$ cat config.mk
export PLATFORM = sky130hd
export DESIGN_NAME = sat_counter
export DESIGN_NICKNAME = d
export VERILOG_FILES = /design/src/rtl/out_value_checker_pkg.sv /design/src/rtl/out_value_checker_sat_counter.sv
export SDC_FILE = /design/constraint.sdc
export NUM_CORES = 1
export LEC_CHECK = 0
export BUFFER_PORTS_ARGS = -buffer_cell sky130_fd_sc_hd__buf_2
export CAP_MARGIN = 20
export CORE_MARGIN = 4
export CORE_UTILIZATION = 25
export DETAILED_ROUTE_END_ITERATION = 12
export GPL_ROUTABILITY_DRIVEN = 0
export GPL_TIMING_DRIVEN = 0
export PLACE_DENSITY = 0.43
export SLEW_MARGIN = 20
export SYNTH_ARGS = -nofsm -noshare
export SYNTH_HDL_FRONTEND = slang
export SYNTH_SLANG_ARGS = --single-unit
$ cat constraint.sdc
create_clock -name clk -period 2.3 [get_ports clk]
set_input_delay 0.23 -clock clk [delete_from_list [all_inputs] [get_ports clk]]
set_output_delay 0.23 -clock clk [all_outputs]
set_load 0.05 [all_outputs]
$ cat src/rtl/out_value_checker_pkg.sv
// Shared types and constants for the out_value_checker block.
// State encoding keeps IDLE at zero so a cleared register is a safe state.
package out_check_pkg;
    typedef enum logic [1:0] {
        IDLE       = 2'd0,
        WAIT_MATCH = 2'd1,
        STABLE     = 2'd2,
        REPORT     = 2'd3
    } state_t;

    localparam int CNT_W_DEF = 16;
    localparam int TALLY_W   = 8;
endpackage

$ cat src/rtl/out_value_checker_sat_counter.sv
// Increment-enable tally that sticks at all-ones instead of wrapping.
module sat_counter
    import out_check_pkg::*;
#(
    parameter int W = TALLY_W
) (
    input  logic         clk,
    input  logic         reset,
    input  logic         inc,
    output logic [W-1:0] count
);
    always_ff @(posedge clk or negedge reset) begin
        if (!reset)
            count <= '0;
        else if (inc && (count != {W{1'b1}}))
            count <= count + W'(1);
    end
endmodule

After elaboration in Yosys (flattened, before gate mapping)
Index checks and enable logic that the tools add are counted.
{"block": "word_totals", "ff_bits": 8, "input_bits": 3, "output_inout_bits": 8}
{"block": "op_classes", "addsub": 1, "n_eq_ne": 1, "n_reduce_logical": 1}
{"operator": "8-bit by 1-bit adder with 8-bit output (second input constant)", "n": 1}
{"operator": "8-bit != test (second input constant)", "n": 1}
{"operator": "1-bit logical AND", "n": 1}

Longest topological paths before layout
{"block": "logic_depth", "depth_word": 2, "depth_mapped": 4}

Worst setup path before layout
No wires, ideal clock.
{"block": "synth_timing", "path_kind": "register to register", "from": "reg count[0]", "to": "reg count[1]", "arrival_ps": 1638, "required_time_ps": 2172, "path_slack_ps": 535, "path_stages_with_launch": 5, "n_path_buf": 0, "synth_period_minus_slack_ps": 1765, "cell_sequence": "dfrtp_1 -> ha_1 -> nand4_1 -> o21ai_2 -> mux2_1"}
{"block": "synth_between", "elab_chain_cells": 2, "elab_cells_between_ends": 3}
{"item": "from (decl)", "line": "out_value_checker_sat_counter.sv:10", "source": "output logic [W-1:0] count"}
{"item": "from (signal assigned)", "line": "out_value_checker_sat_counter.sv:16", "source": "count <= count + W'(1);"}
{"item": "branches (longest 2 deep; another with 8-bit by 1-bit adder with 8-bit output)"}
Several ways; the timed one is not identified.
A chain may end at the register's enable or synchronous reset.

Worst setup path in the final report
Ends and elaborated chain as after synthesis.

==> impl_metrics.tcl <==
set metrics [dict create \
    cts_tree "built" \
    grt_util_all_layers 0.0852 \
    fmaxAchievable_mhz 657 \
    drive_gt1_frac 0.396 \
    fin_skew_ns 0.00807 \
    postCtsHoldBufs 1 \
    die_w_um 48.4 \
    dp_hpwl_um 671 \
    cts_root_buf "clkbuf_4" \
    r2r_setup_slack_ns 0.78 \
    n_fill_cell 165 \
    drt_first_pass_iters 4 \
    avgSynthCellArea_um2 12.0 \
    max_flop_register "count" \
    end_kind "register" \
    io_pins 11 \
    synthesis.nets 38 \
    syn_inst 34 \
    multiInputGateArea_um2 204 \
    cp.required_ns 2.43 \
    finalSetupViolations 0 \
    cts_buffer_depth 2 \
    layout_common_cells "buf_2, dfrtp_1, clkbuf_4" \
    crit_chain "ha_1, nand4_1, o21ai_2, mux2_1" \
    fp-row-count 14 \
    ys_seq_elements 8 \
    drv_cap 0 \
    wl_um 896 \
    initial_core_util 0.268 \
    worst_setup_path_start_kind "register" \
    cts_setup_buffers 0 \
    yosys-top-cells-area "dfrtp_1, a41oi_1, a311oi_2, mux2_4, a31oi_1" \
    max_stage_delay_ns 0.40 \
    core-area_mm2 0.00152 \
    synth-edff-count 0 \
    ys_seq_area_frac 0.491 \
    worst_pin_slew_ns 0.264 \
    report.final.hold_viol_count 0 \
    cts.reportedPaths.clkPinSlew_ns 0.06 \
    grt_max_degree 9 \
    design.die.area_mm2 0.00234 \
    first_iter_violations 9 \
    slew_headroom 0.824 \
    outcome "finished, final reports clean" \
    dp_slack_ns 0.812 \
    htree_levels 1 \
    yosysUniqueCellTypes 23 \
    cts_sinks 8 \
    hold_class "in -> reg" \
    viasPerCell 5.13 \
    post-route-period-util 0.661 \
    grt_pass1_wl_um 1570 \
    ir_drop_mv 0.661 \
    async_flop_share 1.00 \
    setup_tns_ns 0 \
    nNetsFinal 54 \
    io_buffers 10 \
    synth_area_um2 408 \
    crit_fanout 5 \
    vias 328 \
    seq_area_um2 200 \
    clkLatencyLatePin_ns 0.25 \
    largest_reg_flops 8 \
    crit_type "reg -> reg" \
    rsz0062_at_grt "no" \
    die_h_um 48.4 \
    syn2layout_area_growth_pct 25.2 \
    synth_top_area_share 0.491 \
    critical_path_arrival_ns 1.65 \
    finalCriticalPeriod_ns 1.52 \
    leakage_nw 0.227 \
    slew_viol_final 0 \
    wl_per_cell_um 14.0 \
    yosysTopAreaCell "dfrtp_1" \
    yosysWarnings 0 \
    powerDensity_mw_per_mm2 1590 \
    grt_pass1_vias 329 \
    antenna_found_initial 0 \
    cp_slowest_cell "dfrtp_1" \
    ant_nets 0 \
    cts.repair.resized 0 \
    final_common_cell "buf_2" \
    insertedDiodeCount 0 \
    drc_errors 0 \
    overflow 0 \
    numCtsBuffers 3 \
    reg.largest.list "count x8" \
    setup_ws_ns 0.779 \
    ys.flop_type "dfrtp_1" \
]
## final timing paths
path	startpoint	to	cells after the start
setup / recovery	count[0]$_DFFE_PN0P_	count[1]$_DFFE_PN0P_	4
hold / removal	inc	count[0]$_DFFE_PN0P_	3
setup reg to reg	count[0]$_DFFE_PN0P_	count[1]$_DFFE_PN0P_	4
hold reg to reg	count[0]$_DFFE_PN0P_	count[0]$_DFFE_PN0P_	1
max in group asynchronous	reset	count[6]$_DFFE_PN0P_	2
min in group asynchronous	reset	count[1]$_DFFE_PN0P_	2
## final cells by class
type                    count  area share
clock buffers               3      0.0441
inverters                   1     0.00735
multi-input cells          25       0.400
flip-flops and latches      8       0.392
well taps                  16      0.0392
repair buffers             11       0.118
## logic make-up after synthesis
| kind of cell | count (synthesis) | synth area share |
|---|---|---|
| buffers and inverters | 1 | 0.00919 |
| flip-flops | 8 | 0.491 |
| multiplexers | 2 | 0.0644 |
| adder cells (fa/ha/maj) | 1 | 0.0307 |
| AND/OR/NAND/NOR | 9 | 0.150 |
| AO/OA/AOI/OAI | 11 | 0.212 |
| XOR/XNOR | 2 | 0.0430 |
## stage by stage
stage / utilization / instances / area, µm² / total power, W / hold slack, ns
floorplan: - / 34 / 408 / 0.000605 / -0.0656
global placement: 0.314 / 60 / 478 / 0.000700 / 0.0819
detailed placement: 0.314 / 60 / 478 / 0.000712 / 0.0889
CTS: 0.335 / 64 / 510 / 0.000824 / 0.287
global route: 0.335 / 64 / 510 / 0.000871 / 0.295
finish: 0.335 / 64 / 510 / 0.000813 / 0.294
## where the power goes
part / leakage [nW] / switching, W / internal [W]
registers: 0.0978 / 0.0000870 / 0.000200
clock network: 0.0138 / 0.0000465 / 0.0000596
logic: 0.116 / 0.000300 / 0.000120
total: 0.227 / 0.000434 / 0.000379
## synthesized netlist by cell type, types with 2 or more instances
| master | number |
|---|---|
| a31oi_1 | 2 |
| a21oi_1 | 2 |
| a41oi_1 | 2 |
| dfrtp_1 | 8 |
| nand3_1 | 2 |
## worst max-delay path, delay by kind of cell (launching register included)
| kind | cells | cell delay, ns |
|---|---|---|
| compound gates | 1 | 0.21 |
| fa+ha+maj | 1 | 0.25 |
| flops | 1 | 0.40 |
| mux | 1 | 0.34 |
| simple gates | 1 | 0.20 |
## routing by layer
layer,global-route usage,wire (µm),vias up
met5,0,0,-
met4,0.0415,7,0
met3,0.0368,59,2
met2,0.115,401,10
met1,0.114,428,150
li1,-,-,166
(Power assumes the default switching activity.)
